### config.mk
export PLATFORM = sky130hd
export DESIGN_NAME = mem_port_arbiter
export DESIGN_NICKNAME = d
export VERILOG_FILES = /design/src/rtl/mem_port_arbiter_pkg.sv /design/src/rtl/mem_port_arbiter.sv
export SDC_FILE = /design/constraint.sdc
export NUM_CORES = 1
export LEC_CHECK = 0
export CORE_MARGIN = 4
export CORE_UTILIZATION = 43
export CTS_CLUSTER_DIAMETER = 60
export CTS_CLUSTER_SIZE = 30
export DETAILED_ROUTE_END_ITERATION = 8
export PLACE_DENSITY_LB_ADDON = 0.25
export SLEW_MARGIN = 10
export SYNTH_ARGS = -nofsm -noshare
export SYNTH_HDL_FRONTEND = slang
export SYNTH_SLANG_ARGS = --single-unit
### constraint.sdc
create_clock -name clk_i -period 3 [get_ports clk_i]
set_clock_uncertainty 0.15 [all_clocks]
set_input_delay 0.6 -clock clk_i [delete_from_list [all_inputs] [get_ports clk_i]]
set_output_delay 0.6 -clock clk_i [all_outputs]
set_load 0.03 [all_outputs]
### src/rtl/mem_port_arbiter_pkg.sv
// Shared types for the IF/MEM memory port arbiter.
package mem_port_arbiter_pkg;

  typedef enum logic [1:0] {
    IDLE = 2'd0,
    REQ  = 2'd1,
    RESP = 2'd2,
    DONE = 2'd3
  } arb_state_e;

  typedef enum logic {
    OWN_IF  = 1'b0,
    OWN_MEM = 1'b1
  } arb_owner_e;

  // Fixed byte-enable used for every instruction fetch
  localparam logic [3:0] FETCH_BE = 4'hF;

endpackage

### src/rtl/mem_port_arbiter.sv
// Arbitrates the single-ported memory bus between instruction fetch and
// load/store. MEM has fixed priority. One transaction is in flight at a time,
// branch flushes kill in-flight fetches, and hung transactions time out.
module mem_port_arbiter
  import mem_port_arbiter_pkg::*;
#(
  parameter int unsigned TIMEOUT_CYC = 64
) (
  input  logic        clk_i,
  input  logic        rst_i,
  input  logic        if_req_i,
  input  logic [31:0] if_addr_i,
  output logic [31:0] if_rdata_o,
  output logic        if_done_o,
  output logic        if_stall_o,
  input  logic        mem_req_i,
  input  logic        mem_we_i,
  input  logic [3:0]  mem_be_i,
  input  logic [31:0] mem_addr_i,
  input  logic [31:0] mem_wdata_i,
  output logic [31:0] mem_rdata_o,
  output logic        mem_done_o,
  output logic        mem_stall_o,
  input  logic        flush_i,
  output logic        bus_req_o,
  output logic        bus_we_o,
  output logic [3:0]  bus_be_o,
  output logic [31:0] bus_addr_o,
  output logic [31:0] bus_wdata_o,
  input  logic        bus_gnt_i,
  input  logic        bus_rvalid_i,
  input  logic [31:0] bus_rdata_i,
  output logic        bus_err_o
);

  localparam int unsigned CNT_W = (TIMEOUT_CYC > 0) ? $clog2(TIMEOUT_CYC + 1) : 1;
  localparam logic [CNT_W-1:0] CNT_LIMIT = CNT_W'(TIMEOUT_CYC);
  localparam bit TIMEOUT_EN = (TIMEOUT_CYC != 0);

  arb_state_e       r_state;
  arb_owner_e       r_owner;
  logic             r_req;
  logic             r_we;
  logic [3:0]       r_be;
  logic [31:0]      r_addr;
  logic [31:0]      r_wdata;
  logic             r_kill;
  logic [CNT_W-1:0] r_cnt;
  logic             r_if_done;
  logic             r_mem_done;
  logic [31:0]      r_if_rdata;
  logic [31:0]      r_mem_rdata;
  logic             r_err;

  logic             w_timeout;
  logic             w_kill;
  logic             w_finish;
  logic             w_fin_err;
  logic [31:0]      w_fin_data;

  // Completion decision: rvalid or timeout ends the wait; a same-cycle flush
  // already counts as kill so the fetch data is discarded.
  always_comb begin
    w_timeout  = TIMEOUT_EN && (r_cnt == CNT_LIMIT);
    w_kill     = r_kill | (flush_i & (r_owner == OWN_IF) & (r_state != IDLE));
    w_finish   = 1'b0;
    w_fin_err  = 1'b0;
    w_fin_data = '0;
    case (r_state)
      REQ: begin
        if (!bus_gnt_i && w_timeout) begin
          w_finish  = 1'b1;
          w_fin_err = 1'b1;
        end
      end
      RESP: begin
        if (bus_rvalid_i) begin
          w_finish   = 1'b1;
          w_fin_data = bus_rdata_i;
        end else if (w_timeout) begin
          w_finish  = 1'b1;
          w_fin_err = 1'b1;
        end
      end
      default: ;
    endcase
  end

  // Request/grant/response sequencer with latched bus fields and done pulses
  always_ff @(posedge clk_i or negedge rst_i) begin
    if (!rst_i) begin
      r_state     <= IDLE;
      r_owner     <= OWN_IF;
      r_req       <= 1'b0;
      r_we        <= 1'b0;
      r_be        <= '0;
      r_addr      <= '0;
      r_wdata     <= '0;
      r_kill      <= 1'b0;
      r_cnt       <= '0;
      r_if_done   <= 1'b0;
      r_mem_done  <= 1'b0;
      r_if_rdata  <= '0;
      r_mem_rdata <= '0;
      r_err       <= 1'b0;
    end else begin
      r_if_done  <= 1'b0;
      r_mem_done <= 1'b0;
      r_err      <= 1'b0;
      if (r_state != IDLE) r_kill <= w_kill;
      case (r_state)
        IDLE: begin
          r_kill <= 1'b0;
          if (mem_req_i) begin
            r_owner <= OWN_MEM;
            r_we    <= mem_we_i;
            r_be    <= mem_be_i;
            r_addr  <= mem_addr_i;
            r_wdata <= mem_wdata_i;
            r_req   <= 1'b1;
            r_cnt   <= '0;
            r_state <= REQ;
          end else if (if_req_i) begin
            r_owner <= OWN_IF;
            r_we    <= 1'b0;
            r_be    <= FETCH_BE;
            r_addr  <= if_addr_i;
            r_wdata <= '0;
            r_req   <= 1'b1;
            r_cnt   <= '0;
            r_state <= REQ;
          end
        end
        REQ: begin
          if (bus_gnt_i) begin
            r_req   <= 1'b0;
            r_cnt   <= '0;
            r_state <= RESP;
          end else if (!w_timeout && r_cnt != '1) begin
            r_cnt <= r_cnt + 1'b1;
          end
        end
        RESP: begin
          if (!bus_rvalid_i && !w_timeout && r_cnt != '1) r_cnt <= r_cnt + 1'b1;
        end
        DONE: begin
          r_kill  <= 1'b0;
          r_state <= IDLE;
        end
        default: r_state <= IDLE;
      endcase
      // Finish overrides the per-state updates above
      if (w_finish) begin
        r_state <= DONE;
        r_req   <= 1'b0;
        r_err   <= w_fin_err;
        if (r_owner == OWN_MEM) begin
          r_mem_done  <= 1'b1;
          r_mem_rdata <= w_fin_data;
        end else if (!w_kill) begin
          r_if_done  <= 1'b1;
          r_if_rdata <= w_fin_data;
        end
      end
    end
  end

  assign bus_req_o   = r_req;
  assign bus_we_o    = r_we;
  assign bus_be_o    = r_be;
  assign bus_addr_o  = r_addr;
  assign bus_wdata_o = r_wdata;
  assign bus_err_o   = r_err;
  assign mem_done_o  = r_mem_done;
  assign mem_rdata_o = r_mem_rdata;
  assign if_rdata_o  = r_if_rdata;
  // A flush landing in the DONE cycle still has to hide the fetch completion
  assign if_done_o   = r_if_done & ~flush_i;
  assign if_stall_o  = if_req_i & ~if_done_o;
  assign mem_stall_o = mem_req_i & ~mem_done_o;

endmodule

==> results of run 1 <==
[worst paths after layout]
kind / from / end / cells after the start
max: if_req_i / if_stall_o / 3
min: bus_wdata_o[24]$_DFFE_PN0P_ / bus_wdata_o[24]$_DFFE_PN0P_ / 2
max reg2reg: r_state[1]$_DFFE_PN0P_ / if_rdata_o[31]$_DFFE_PN0P_ / 8
min reg2reg: bus_wdata_o[24]$_DFFE_PN0P_ / bus_wdata_o[24]$_DFFE_PN0P_ / 2
max in group asynchronous: rst_i / if_rdata_o[11]$_DFFE_PN0P_ / 3
min in group asynchronous: rst_i / if_rdata_o[29]$_DFFE_PN0P_ / 2
[state kept, by name, indices dropped and copies added, names as in the netlist]
| signal | cells |
|---|---|
| bus_addr_o | 32 |
| bus_be_o | 4 |
| bus_err_o | 1 |
| bus_req_o | 1 |
| bus_wdata_o | 32 |
| bus_we_o | 1 |
| if_rdata_o | 32 |
| mem_done_o | 1 |
| mem_rdata_o | 32 |
| r_cnt | 7 |
| r_if_done | 1 |
| r_kill | 1 |
| r_owner | 1 |
| r_state | 2 |
[cells in the mapped netlist, drive strengths merged]
master	n
nor2	6
a21oi	6
and3	33
o2bb2ai	1
nand3	40
a21boi	1
mux2i	33
mux2	32
nor3	1
dfrtp	148
a21o	5
o211ai	2
nand2b	2
nand2	111
nor3b	3
o211a	1
o21ai	38
o221ai	1
inv	7
or2	1
o221a	1
a31oi	1
a221oi	1
nand4	2
buf	11
clkbuf	31
a22o	32
nand3b	1
nor2b	8
o31ai	3
a211o	1
nor4b	1
ha	8
o21a	2
a211oi	1
[layer usage]
metal / GRT usage, % / vias up / routed length [µm]
li1: - / 2558 / -
met4: 8.75 / 0 / 475
met3: 8.33 / 35 / 1530
met2: 36.4 / 210 / 9200
met1: 27.1 / 2589 / 7920
met5: 0 / - / 0
[critical path, stage by stage]
cell	delay, ns
clkdlybuf4s50_1	0.61
nor2b_1	0.18
clkdlybuf4s50_1	0.68
[stage by stage]
step                cell area (µm²)  hold WS [ns]
global route                  10100         0.337
global placement               9490         0.299
floorplan                      6530         0.154
CTS                           10100         0.317
detailed placement             9490         0.305
finish                        10100         0.313
[area by class of cell]
| cell class | instances | area share [%] |
|---|---|---|
| multi-input cells | 379 | 25.8 |
| repair buffers | 295 | 29.3 |
| clock buffers | 24 | 4.88 |
| diodes | 1 | 0.0248 |
| well taps | 184 | 2.29 |
| flip-flops and latches | 148 | 36.8 |
| inverters | 7 | 0.261 |
| clock inverters | 8 | 0.745 |
[cells by family after synthesis]
logic type	count (synthesis)
AND/OR/NAND/NOR	209
multiplexers	65
adder cells (fa/ha/maj)	8
buffers and inverters	49
flip-flops	148
AO/OA/AOI/OAI	97
[where the power goes]
group | total (mW) | switching, mW | internal (mW) | leakage, nW
clock | 2.02 | 0.791 | 1.22 | 0.268
combinational | 4.06 | 2.40 | 1.66 | 2.51
sequential | 2.93 | 0.336 | 2.60 | 1.94
[cell usage in the layout, fill, tap and decap left out, drive strengths merged, types with 4 or more instances in the layout]
| master | synthesis | final |
|---|---|---|
| mux2i | 33 | 33 |
| o21ai | 38 | 38 |
| mux2 | 32 | 32 |
| a21oi | 6 | 6 |
| a21o | 5 | 5 |
| dfrtp | 148 | 148 |
| nor2b | 8 | 8 |
| buf | 11 | 19 |
| nand3 | 40 | 40 |
| clkbuf | 31 | 24 |
| nor2 | 6 | 6 |
| inv | 7 | 7 |
| nand2 | 111 | 111 |
| a22o | 32 | 32 |
| and3 | 33 | 33 |
| clkdlybuf4s50 | 0 | 275 |
| clkinvlp | 0 | 4 |
| ha | 8 | 8 |
[repair_timing]
item                                   CTS  global route
buffers inserted                         0             0
endpoints found under the hold margin   42             0
hold buffers                             1             0
==> out/results.ini, run 1 <==
[run_status]
status=completed

[yosys]
yosys-mux-area-fraction_pct=12.2
synth_warnings=0
synth_top_family_by_area=simple AND/OR/NAND/NOR gates
yosys.area.top_type=dfrtp_1
ys_seq_area_share_pct=56.7
synthDistinctLibCells=44
synth_compound_area_share_pct=10.5
yosys.area_share.xor_xnor_pct=0
synth-seq-cells=148
synth_cells=576
synthSimpleGateAreaFrac_pct=15.3
synthTopCellsByArea=dfrtp_1, mux2_4, nand2_1, mux2i_1, a22o_1
avgSynthCellArea_um2=11.3
synthesis.nets=724
synth_top_area_share_pct=56.7
syn-cell-area_mm2=0.00653
synthAdderAreaFrac_pct=1.53

[sta]
fin_setup_tns_ns=0
rsz0062_at_grt=false
max_slew.worst_pin.slew_ns=0.477
fmax_mhz=355
slew_viol_final=0
final.min_clock_period_ns=2.82
hold_viol_final=0
setup_ws_ns=0.181
max_slew_margin_pct=68.2
period_share_pct=94.0
finalSetupViolCount=0

[die]
initial_core_util_pct=44.4
dieArea_mm2=0.0172
io_pins=279
row_count=44
die_y_um=131
die_w_um=131
core_area_mm2=0.0147

[critical_path]
cp-end-kind=output pin
arrival_ns=2.07
r2r_setup_slack_ns=0.48
crit_fanout=3
cp.required_ns=2.25
critPathKind=in -> out
cp-start-kind=primary input

[clock_tree]
clk_pin_slew_ns=0.06
cts.repair.resized=0
cts-root-buf=clkbuf_16
clock_latency_ns=0.41
cts_buffers=17
cts_sinks=148
clk_path_buf_depth=2
cts_max_level=4
cts_tree=yes

[grt]
overflow=0
grt_pass1_wl_um=31000
antenna_found_initial=1
grt_max_degree=75
first_global_vias=5678
grt_usage_pct=22.3

[layout]
fin_nets=996
register_area_mm2=0.00370
final_util_pct=68.5
area_growth_pct=54.3
multi_input_comb_area_mm2=0.00260
finalNonFillerCells=1046
drive_above_1_share_pct=10.6
nFillCells=1038

[route]
vias_per_cell=5.15
wl_um=19100
post_drt_wl_per_cell_um=18.3
detail_route.first_pass.iterations=4
drc_errors=0
dr.first_iter.drc_count=317
vias=5392
ant_nets=0

[power_and_ir_drop]
p_leak_nw=4.72
ir_worst_vdd_mv=0.419
p_total_mw=9.01
power.density_mw_per_mm2=894

[placement]
dp_slack_ns=0.211
numPortBuffers=278
dp.cells=1012
place_congestion=0.851
dp_hpwl_um=14200

[run]
drv_cap=0

[min_path]
hp-class=reg -> reg

Power figures use the tool's default switching activity.
==> inputs of run 2 (changes only) <==
RECOVER_POWER = 100   (was default)
==> run 2 against run 1 <==
Clock power about the same. Combinational power is 7.1% lower. Sequential share of layout area is 0.62 points higher. Global-route usage stayed put. Power decreased by 3.5%. Register-to-register slack got worse by 0.10 ns. Die area is the same. Largest power group unchanged.
==> out/results.ini, run 2 (synthesized netlist as in run 1, its figures left out) <==
[power_and_ir_drop]
power.density_mw_per_mm2=877
p_sw_share_pct=40.1
power.internal_mw=5.21
seq_power_share_pct=33.5
pwr-share-clk_pct=23.1
p_total_mw=8.69
net-switching-power_mw=3.48
ir_worst_vdd_mv=0.419
p_leak_nw=5.01
pwr-share-comb_pct=43.4

[route]
vias=5382
vias_per_cell=5.15
dr.first_iter.drc_count=319
wl_um=19100
ant_nets=0
drc_errors=0
detail_route.first_pass.iterations=4
post_drt_wl_per_cell_um=18.2

[layout]
finalNonFillerCells=1046
area_growth_pct=51.7
design_area_mm2=0.00991
nFillCells=1081
multi_input_comb_area_mm2=0.00248
fin_nets=996
drive_above_1_share_pct=6.85
final_cell_mix=dfrtp_1, dlygate4sd3_1, clkdlybuf4s50_1
layout_commonest_cell=dfrtp_1
final_util_pct=67.4
register_area_mm2=0.00370

[min_path]
hp-class=reg -> reg

[clock_tree]
cts_sinks=148
cts_tree=yes
clk_path_buf_depth=2
cts.repair.resized=0
clock_latency_ns=0.41
cts-root-buf=clkbuf_16
cts_post_setup_buffers_inserted=0
cts_max_level=4
cts_buffers=17
clk_pin_slew_ns=0.06

[critical_path]
cp.required_ns=2.25
arrival_ns=2.11
r2r_setup_slack_ns=0.38
critPathKind=in -> out
cp-start-kind=primary input
crit_fanout=3
cp-end-kind=output pin

[sta]
setup_ws_ns=0.143
period_share_pct=95.2
final.min_clock_period_ns=2.86
fin_setup_tns_ns=0
hold_viol_final=0
finalSetupViolCount=0
rsz0062_at_grt=false
max_slew_margin_pct=26.1
slew_viol_final=0
whs_ns=0.309
fmax_mhz=350
max_slew.worst_pin.slew_ns=1.11

[placement]
dp.cells=1012
numPortBuffers=278
dp_hpwl_um=14200
placed_cell_area_mm2=0.00949
dp_slack_ns=0.211
place_congestion=0.851

[run]
drv_cap=0

[die]
row_count=44
core_area_mm2=0.0147
initial_core_util_pct=44.4
dieArea_mm2=0.0172
io_pins=279
die_w_um=131
die_y_um=131

[grt]
grt_max_degree=75
grt_pass1_wl_um=31000
antenna_found_initial=1
overflow=0
grt_usage_pct=22.3
first_global_vias=5678

[run_status]
status=completed

[run 2: cell count changes in the layout (fill, tap and decap cells not counted), sizes merged]
cell / previous run / this run
clkdlybuf4s50: 275 / 137
dlygate4sd3: 1 / 139
buf: 19 / 8
clkbuf: 24 / 35
[run 2: final cells by class]
cell class | count | area share [%]
tap | 184 | 2.32
antenna | 1 | 0.0253
sequential | 148 | 37.4
clock inverter | 8 | 0.758
clock buffer | 24 | 4.96
multi-input combinational | 379 | 25.1
inverter | 7 | 0.265
timing repair buffer | 295 | 29.2
[run 2: critical path, cell delays in order]
cell             delay [ns]
clkdlybuf4s50_1        0.60
nor2b_1                0.16
dlygate4sd3_1          0.75
[run 2: worst paths after layout]
kind | from | endpoint | depth (start not counted)
hold reg to reg | bus_wdata_o[24]$_DFFE_PN0P_ | bus_wdata_o[24]$_DFFE_PN0P_ | 2
max in group asynchronous | rst_i | bus_wdata_o[6]$_DFFE_PN0P_ | 3
hold / removal | bus_wdata_o[24]$_DFFE_PN0P_ | bus_wdata_o[24]$_DFFE_PN0P_ | 2
min in group asynchronous | rst_i | if_rdata_o[29]$_DFFE_PN0P_ | 2
setup reg to reg | r_state[0]$_DFFE_PN0P_ | bus_addr_o[30]$_DFFE_PN0P_ | 6
setup / recovery | if_req_i | if_stall_o | 3
[run 2: metal layers]
metal	track usage, %	part of all wire (%)
met5	0	0
met3	8.33	8.4
met2	36.4	49
met1	27.1	41
met4	8.75	2.4
[run 2: power groups by stage]
stage / sequential [mW] / clock, mW / combinational [mW]
6_report: 2.91 / 2.01 / 3.77
2_1_floorplan: 4.06 / 0 / 1.15
3_5_place_dp: 2.96 / 0 / 4.08
4_1_cts: 2.94 / 2.05 / 4.09
5_1_grt: 2.98 / 2.15 / 4.05
3_3_place_gp: 2.94 / 0 / 3.99
[run 2: what timing repair did]
action | in CTS | in global routing
hold buffers | 1 | 0
endpoints found under the hold margin | 42 | 0
endpoints found under the setup margin | 0 | 0
